File: src/rtl/cpu_pkg.sv
// Shared ISA constants, instruction field positions and fetch-stage state
// type used by the fetch/PC unit and the decode path.
package cpu_pkg;

  localparam logic [3:0] OP_ADD       = 4'b0000;
  localparam logic [3:0] OP_SUB       = 4'b0001;
  localparam logic [3:0] OP_AND       = 4'b0010;
  localparam logic [3:0] OP_OR        = 4'b0011;
  localparam logic [3:0] OP_MOV       = 4'b0100;
  localparam logic [3:0] OP_LOADI     = 4'b0101;
  localparam logic [3:0] OP_LWD       = 4'b0110;
  localparam logic [3:0] OP_LWI       = 4'b0111;
  localparam logic [3:0] OP_SWD       = 4'b1000;
  localparam logic [3:0] OP_BRANZ     = 4'b1001;
  localparam logic [3:0] OP_BRAZ      = 4'b1010;
  localparam logic [3:0] OP_BRAUNCOND = 4'b1011;

  // Every opcode at or above this value is unassigned.
  localparam logic [3:0] OP_ILLEGAL_MIN = 4'b1100;

  localparam int OPCODE_MSB = 27;
  localparam int OPCODE_LSB = 24;
  localparam int OFFSET_MSB = 23;
  localparam int OFFSET_LSB = 16;

  typedef enum logic {
    FETCH = 1'b0,
    ISSUE = 1'b1
  } fetch_state_t;

  function automatic logic is_illegal_op(input logic [3:0] op);
    return op >= OP_ILLEGAL_MIN;
  endfunction

endpackage

File: src/rtl/next_pc_calc.sv
// Combinational next-PC resolution: sequential PC + 4, or PC + 4 plus the
// sign-extended word offset when a branch is taken.
module next_pc_calc #(
  parameter int PC_WIDTH  = 32,
  parameter int OFF_WIDTH = 8
) (
  input  logic [PC_WIDTH-1:0]  pc,
  input  logic [OFF_WIDTH-1:0] offset,
  input  logic                 braz,
  input  logic                 branz,
  input  logic                 brauncond,
  input  logic                 zero,
  input  logic                 illegal,
  output logic [PC_WIDTH-1:0]  next_pc
);

  logic [PC_WIDTH-1:0] seq;
  logic [PC_WIDTH-1:0] off_ext;
  logic [PC_WIDTH-1:0] tgt;
  logic                taken;

  always_comb begin
    seq     = pc + PC_WIDTH'(4);
    off_ext = {{(PC_WIDTH-OFF_WIDTH){offset[OFF_WIDTH-1]}}, offset};
    tgt     = seq + {off_ext[PC_WIDTH-3:0], 2'b00};
    // zero only matters behind a conditional branch, so an X on it is harmless otherwise
    taken   = ~illegal & (brauncond | (braz & zero) | (branz & ~zero));
    next_pc = taken ? tgt : seq;
  end

endmodule

File: src/rtl/fetch_pc_unit.sv
// Instruction-fetch / program-counter stage: fetches one word per FETCH with
// a busywait handshake, holds it during ISSUE, then resolves the next PC.
module fetch_pc_unit
  import cpu_pkg::*;
#(
  parameter int                  PC_WIDTH  = 32,
  parameter logic [PC_WIDTH-1:0] RESET_PC  = '0,
  parameter int                  OFF_WIDTH = 8,
  parameter int                  TIMEOUT   = 255
) (
  input  logic                CLK,
  input  logic                RESET,
  output logic [PC_WIDTH-1:0] IMEM_ADDRESS,
  output logic                IMEM_READ,
  input  logic [31:0]         IMEM_READDATA,
  input  logic                IMEM_BUSYWAIT,
  output logic [31:0]         INSTRUCTION,
  output logic                INSTR_VALID,
  output logic [PC_WIDTH-1:0] PC,
  input  logic                STALL,
  input  logic                BRAZ,
  input  logic                BRANZ,
  input  logic                BRAUNCOND,
  input  logic                ZERO,
  output logic                ILLEGAL,
  output logic                TIMEOUT_ERR
);

  localparam int WCW = (TIMEOUT < 1) ? 1 : $clog2(TIMEOUT + 1);

  fetch_state_t        state;
  fetch_state_t        state_nxt;
  logic [PC_WIDTH-1:0] pc_q;
  logic [PC_WIDTH-1:0] pc_nxt;
  logic [31:0]         instr_q;
  logic [WCW-1:0]      wait_cnt;
  logic [WCW-1:0]      wait_inc;
  logic                illegal_q;
  logic                timeout_q;
  logic                illegal_op;

  // controlUnit outputs are undefined for unassigned opcodes, so decode locally
  assign illegal_op = is_illegal_op(instr_q[OPCODE_MSB:OPCODE_LSB]);

  next_pc_calc #(
    .PC_WIDTH  (PC_WIDTH),
    .OFF_WIDTH (OFF_WIDTH)
  ) u_next_pc (
    .pc        (pc_q),
    .offset    (instr_q[OFFSET_LSB +: OFF_WIDTH]),
    .braz      (BRAZ),
    .branz     (BRANZ),
    .brauncond (BRAUNCOND),
    .zero      (ZERO),
    .illegal   (illegal_op),
    .next_pc   (pc_nxt)
  );

  always_ff @(posedge CLK) begin
    if (RESET) state <= FETCH;
    else       state <= state_nxt;
  end

  always_comb begin
    state_nxt = state;
    case (state)
      FETCH:   if (!IMEM_BUSYWAIT) state_nxt = ISSUE;
      ISSUE:   if (!STALL)         state_nxt = FETCH;
      default: state_nxt = FETCH;
    endcase
  end

  always_comb begin
    IMEM_READ   = (state == FETCH) && !RESET;
    INSTR_VALID = (state == ISSUE);
  end

  assign wait_inc = (wait_cnt == WCW'(TIMEOUT)) ? wait_cnt : wait_cnt + WCW'(1);

  always_ff @(posedge CLK) begin
    if (RESET) begin
      pc_q      <= RESET_PC;
      instr_q   <= '0;
      wait_cnt  <= '0;
      illegal_q <= 1'b0;
      timeout_q <= 1'b0;
    end else begin
      case (state)
        FETCH: begin
          if (!IMEM_BUSYWAIT) begin
            instr_q  <= IMEM_READDATA;
            wait_cnt <= '0;
          end else begin
            wait_cnt <= wait_inc;
            if (wait_inc == WCW'(TIMEOUT)) timeout_q <= 1'b1;
          end
        end
        ISSUE: begin
          if (!STALL) begin
            pc_q <= pc_nxt;
            if (illegal_op) illegal_q <= 1'b1;
          end
        end
        default: ;
      endcase
    end
  end

  assign IMEM_ADDRESS = pc_q;
  assign PC           = pc_q;
  assign INSTRUCTION  = instr_q;
  assign ILLEGAL      = illegal_q;
  assign TIMEOUT_ERR  = timeout_q;

endmodule
File: config.mk
export PLATFORM = sky130hd
export DESIGN_NAME = fetch_pc_unit
export DESIGN_NICKNAME = d
export VERILOG_FILES = /design/src/rtl/cpu_pkg.sv /design/src/rtl/next_pc_calc.sv /design/src/rtl/fetch_pc_unit.sv
export SDC_FILE = /design/constraint.sdc
export NUM_CORES = 1
export LEC_CHECK = 0
export CAP_MARGIN = 10
export CORE_AREA = 5 5 108 110
export DETAILED_ROUTE_END_ITERATION = 8
export DIE_AREA = 0 0 113 115
export GPL_TIMING_DRIVEN = 0
export PLACE_DENSITY = 0.95
export SLEW_MARGIN = 20
export SYNTH_ARGS = -nofsm -noshare
export SYNTH_HDL_FRONTEND = slang
export SYNTH_HIERARCHICAL = 1
export SYNTH_SLANG_ARGS = --single-unit
File: constraint.sdc
create_clock -name CLK -period 4.8 [get_ports CLK]
set_input_delay 0.48 -clock CLK [delete_from_list [all_inputs] [get_ports CLK]]
set_output_delay 0.48 -clock CLK [all_outputs]
set_load 0.1 [all_outputs]
==> flow_summary.ini, run 1 <==
[clocking]
clock_latency_ns = 0.37
clock_sinks = 75
cts_htree_levels = 3
cts_buffers = 9
hold_buffers = 0
cts_resized = 0
cts_root_buf = clkbuf_8
post_cts_buffers = 0
cts_max_path_buffers = 2
cts.clk_slew.worst_paths_ns = 0.09
cts_tree = yes

[synthesis]
synth_cells = 755
synth_seq_area_share = 0.267
ys_ff_latch = 75
synth_edf_count = 0
yosysWarnings = 6
synth.distinct_cells = 66
syn_avg_cell_area_um2 = 7.43
yosys_most_used_dff = dfxtp_1
syn_nets = 834
synth_area_um2 = 5610
synth-async-reset-ratio = 0

[worst_setup_path]
crit_family = compound AO/OA/AOI/OAI gates
required_ns = 5.10
end_kind = flip-flop
cpPeakStageDelay_ns = 0.66
path_class = flip-flop to flip-flop
path_cells = and4_1 -> nor2b_1 -> nand3_1 -> xnor2_1 -> ha_1 -> nand4_1 -> o221ai_1 -> a221oi_2 -> a21oi_1 -> o21bai_1 -> a21oi_1 -> a211oi_2 -> nand2_1 -> a21oi_1
startpoint_type = flip-flop
cp.arrival_ns = 4.38
cp_common_cell = a21oi_1
cp_max_fo = 8
critPathSlowestCell = nor2b_1
crit_buf_inv = 0

[sta]
fin_crit_sh = 0.851
setup_tns_ns = 0
holdWs_ns = 0.452
skew_ns = 0.0107
hold_viol = 0
finalSetupViolations = 0
final.min_clock_period_ns = 4.08
slew_violations = 0
fmax_mhz = 245
rsz0062_at_grt = false
relSlewSlack = 0.321
worstMarginPinSlew_ns = 1.02

[detailed_routing]
vias_per_cell = 5.63
wirelength_um = 16800
wire_per_inst_um = 16.0
initialDrtViolationCount = 295
drc_errors = 0
ant_nets = 0
dr.pass1.iters = 5
vias = 5895

[power_and_ir_drop]
seqPwrFrac = 0.378
p_sw_mw = 0.730
power_mw = 1.80
p_leak_nw = 2.93
power_density_nw_per_um2 = 244
peakVddDrop_mv = 0.230
clkPwrFrac = 0.295
intPower_mw = 1.07
pwr-share-comb = 0.327
swShare = 0.406

[cells_and_area]
final_util = 0.695
drive_gt1_frac = 0.110
antenna_cells = 0
mostFrequentLayoutCells = nand2_1 (165), clkdlybuf4s50_1 (137), a21oi_1 (121)
area_growth_pct = 31.3
layout.nets = 982
final_common_cell = nand2_1
fillers = 855

[floorplanning]
core_um2 = 10600
dieWidth_um = 113
die_h_um = 115
num_io_pins = 140
rows = 38
die_area_um2 = 13000
start_util = 0.529

[min_path]
min_path_type = input port to flip-flop

[grt]
grt_antenna_before_repair = 0
grt_pass1_vias = 5763
grt_pass1_wl_um = 27300
grt_start_max_net_pins = 32
track_usage = 0.256
grt_remaining_overflow = 0

[run]
cap_violations = 0

[placed_design]
hpwl_um = 12500
port_buffers = 137
place_congestion = 0.946

[run_status]
status = completed
==> synth_stat cells (4+ instances only) <==
cell / number / area, um^2
and2_1: 6 / 37.5
xor2_1: 22 / 193
nor3_1: 4 / 20.0
a21oi_1: 121 / 606
xnor2_1: 35 / 307
o21ai_1: 4 / 20.0
buf_2: 17 / 85.1
buf_1: 5 / 18.8
nor2_2: 4 / 25.0
a31oi_1: 5 / 31.3
and3_1: 5 / 31.3
nand4_1: 15 / 93.8
nor2_1: 52 / 195
o21bai_1: 5 / 37.5
buf_4: 35 / 263
nand3_1: 25 / 125
dfxtp_1: 75 / 1500
o21ai_0: 9 / 45.0
ha_1: 38 / 475
a211oi_1: 6 / 45.0
inv_1: 9 / 33.8
and4_1: 4 / 35.0
a21o_1: 13 / 97.6
clkbuf_1: 13 / 48.8
nand2_1: 165 / 619
==> final timing paths <==
| kind | depth (start not counted) | end | start | slack [ns] |
|---|---|---|---|---|
| setup reg to reg | 14 | IMEM_ADDRESS[29] | IMEM_ADDRESS[4] | 0.72 |
| hold reg to reg | 2 | INSTRUCTION[0] | INSTRUCTION[0] | 0.46 |
| hold / removal | 3 | wait_cnt[7] | IMEM_BUSYWAIT | 0.45 |
| setup / recovery | 14 | IMEM_ADDRESS[29] | IMEM_ADDRESS[4] | 0.72 |
==> registers in the layout, indices dropped and copies added, names as in the netlist <==
name          count
IMEM_ADDRESS     32
INSTRUCTION      32
wait_cnt          8
ILLEGAL           1
INSTR_VALID       1
TIMEOUT_ERR       1
==> cell type report <==
class                           instances  area, um^2  share of cell area
Buffer                                 71         420              0.0571
Clock buffer                            9         124              0.0168
Sequential cell                        75        1500               0.204
Timing Repair Buffer                  137        1370               0.186
Inverter                               10        37.5             0.00509
Tap cell                              140         175              0.0238
Clock inverter                          7        83.8              0.0114
Multi-Input combinational cell        599        3650               0.496
==> cell families (layout without fill, tap and decap cells) <==
family | count (synthesis) | in the layout | share of synthesized area
XOR/XNOR | 57 | 57 | 0.0889
flip-flops | 75 | 75 | 0.267
buffers and inverters | 81 | 234 | 0.0816
AO/OA/AOI/OAI | 195 | 195 | 0.216
multiplexers | 4 | 4 | 0.00780
AND/OR/NAND/NOR | 304 | 304 | 0.249
adder cells (fa/ha/maj) | 39 | 39 | 0.0883
==> power by group through the flow <==
stage               logic [mW]  clock network, mW  registers (mW)
global placement         0.574                  0           0.693
CTS                      0.586              0.529           0.680
detailed placement       0.583                  0           0.695
finish                   0.589              0.531           0.681
floorplan                0.260                  0           0.865
global route             0.622              0.566           0.685
==> stage by stage <==
step | worst slack, ns | cells | cell area [um^2]
final | 0.715 | 1048 | 7370
after global routing | 0.460 | 1048 | 7370
after CTS | 0.851 | 1048 | 7370
after detailed placement | 0.910 | 1032 | 7160
after global placement | 0.995 | 1032 | 7160
after floorplan | 0.597 | 755 | 5610
==> tightest hold or removal path, cell delays in order <==
cell and delay [ns]:
buf_4 0.15, o31ai_1 0.07, a211oi_1 0.07
==> layer usage <==
layer | wire length (um) | global-route usage
met3 | 1510 | 0.0663
met5 | 0 | 0
met1 | 6760 | 0.302
met4 | 534 | 0.121
met2 | 7960 | 0.436
No activity file was read; power rests on OpenSTA's default activity.
==> inputs of run 2 (changes only) <==
CAP_MARGIN = 0   (was 10)
CTS_BUF_LIST = sky130_fd_sc_hd__clkbuf_8 sky130_fd_sc_hd__clkbuf_16   (was default)
SLEW_MARGIN = 15   (was 20)
==> run 2 against run 1 <==
Count of clock-buffer cells in the layout unchanged. Global-route usage down 0.063 points. Via count up 1.4%. Sequential power about the same. Worst setup slack better by 0.066 ns. Routed wire length up 0.85%. First-iteration DRC count down 3.4%. Combinational power about the same. Register-to-register slack better by 0.07 ns. Sequential share of layout area unchanged. Critical path type unchanged.
==> flow_summary.ini, run 2 (synthesis results as in run 1) <==
[run_status]
status = completed

[detailed_routing]
initialDrtViolationCount = 285
drc_errors = 0
ant_nets = 0
vias_per_cell = 5.71
vias = 5980
dr.pass1.iters = 5
wirelength_um = 16900
wire_per_inst_um = 16.1

[grt]
grt_start_max_net_pins = 32
top_usage_layer = met2
use_met2 = 0.442
grt_pass1_vias = 5764
grt_antenna_before_repair = 0
grt_remaining_overflow = 0
grt_pass1_wl_um = 27500
track_usage = 0.255
grtUsageMet1 = 0.297
use_met3 = 0.0795

[sta]
setup_tns_ns = 0
fmax_mhz = 249
fin_crit_sh = 0.837
skew_ns = 0.0118
relSlewSlack = 0.321
final.min_clock_period_ns = 4.02
worstMarginPinSlew_ns = 1.02
hold_viol = 0
slew_violations = 0
timing.final.ws_setup_ns = 0.781
holdWs_ns = 0.457
rsz0062_at_grt = false
finalSetupViolations = 0

[clocking]
cts_htree_levels = 3
cts_root_buf = clkbuf_8
hold_buffers = 0
post_cts_buffers = 0
clock_sinks = 75
cts_buffers = 9
cts.clk_slew.worst_paths_ns = 0.09
cts_tree = yes
cts_max_path_buffers = 2
cts_resized = 0
clock_latency_ns = 0.37

[placed_design]
place_congestion = 0.946
hpwl_um = 12400
post-place-ws_ns = 0.925
port_buffers = 137
place_inst = 1032

[power_and_ir_drop]
seqPwrFrac = 0.378
peakVddDrop_mv = 0.243
pwr-share-comb = 0.327
intPower_mw = 1.07
p_sw_mw = 0.730
power_density_nw_per_um2 = 244
swShare = 0.406
power_mw = 1.80
p_leak_nw = 2.93
clkPwrFrac = 0.295

[min_path]
min_path_type = flip-flop to flip-flop
hold_start = INSTRUCTION[10]
hold_depth = 2
hold_path_end = INSTRUCTION[10]

[worst_setup_path]
startpoint_type = flip-flop
path_class = flip-flop to flip-flop
r2r_slack_ns = 0.78
required_ns = 5.03
r2r-end = IMEM_ADDRESS[28]
cp.arrival_ns = 4.25
r2r_cells = 14
cp_max_fo = 8
worstReg2RegStart = IMEM_ADDRESS[4]
end_kind = flip-flop

[floorplanning]
die_h_um = 115
core_um2 = 10600
rows = 38
die_area_um2 = 13000
num_io_pins = 140
start_util = 0.529
dieWidth_um = 113

[cells_and_area]
antenna_cells = 0
instances_no_fill = 1048
final_common_cell = nand2_1
drive_gt1_frac = 0.110
area_growth_pct = 31.3
layout.nets = 982
regArea_um2 = 1500
mostFrequentLayoutCells = nand2_1 (165), clkdlybuf4s50_1 (137), a21oi_1 (121)
fillers = 853
multi_input_comb_area_um2 = 3650

[run]
cap_violations = 0
==> run 2: layout make-up <==
| cell class | instances | share of cell area |
|---|---|---|
| tap | 140 | 0.0238 |
| clock inverter | 7 | 0.0114 |
| inverter | 10 | 0.00509 |
| multi-input combinational | 599 | 0.496 |
| clock buffer | 9 | 0.0168 |
| buffer | 71 | 0.0571 |
| timing repair buffer | 137 | 0.186 |
| sequential | 75 | 0.204 |
==> run 2: critical path: stages (launching register included) <==
cell and delay [ns]:
dfxtp_1 0.48, and4_1 0.32, nor2b_1 0.62, nand3_1 0.18, xnor2_1 0.31, ha_1 0.33
a21oi_1 0.27, o21ai_0 0.15, a221oi_1 0.29, o21ai_1 0.24, a221oi_2 0.29, xor2_1 0.18
a21oi_1 0.08, nand2_1 0.08, a21oi_1 0.06
==> run 2: worst max-delay path by stage <==
stage                    startpoint          endpoint  slack, ns
CTS                 IMEM_ADDRESS[4]  IMEM_ADDRESS[29]       0.90
floorplan           IMEM_ADDRESS[8]  IMEM_ADDRESS[31]       0.60
finish              IMEM_ADDRESS[4]  IMEM_ADDRESS[28]       0.78
global route        IMEM_ADDRESS[4]  IMEM_ADDRESS[29]       0.52
global placement    IMEM_ADDRESS[4]  IMEM_ADDRESS[29]       0.99
detailed placement  IMEM_ADDRESS[4]  IMEM_ADDRESS[29]       0.93
==> run 2: metal layers <==
layer	share of wire	vias to the layer above
met5	0	-
met4	0.034	0
met3	0.098	46
met2	0.48	273
met1	0.39	2772
li1	-	2889
==> run 2: through the flow <==
step                      cell area (um^2)   util
after floorplan                       5610      -
after detailed placement              7160  0.675
after CTS                             7370  0.695
final                                 7370  0.695
after global placement                7160  0.675
after global routing                  7370  0.695
==> run 2: power by group through the flow <==
stage                     sequential [mW]  combinational (mW)  clock (mW)
final                               0.681               0.588       0.532
after global routing                0.685               0.623       0.565
after CTS                           0.680               0.586       0.534
after detailed placement            0.694               0.582           0
after global placement              0.693               0.574           0
after floorplan                     0.865               0.260           0
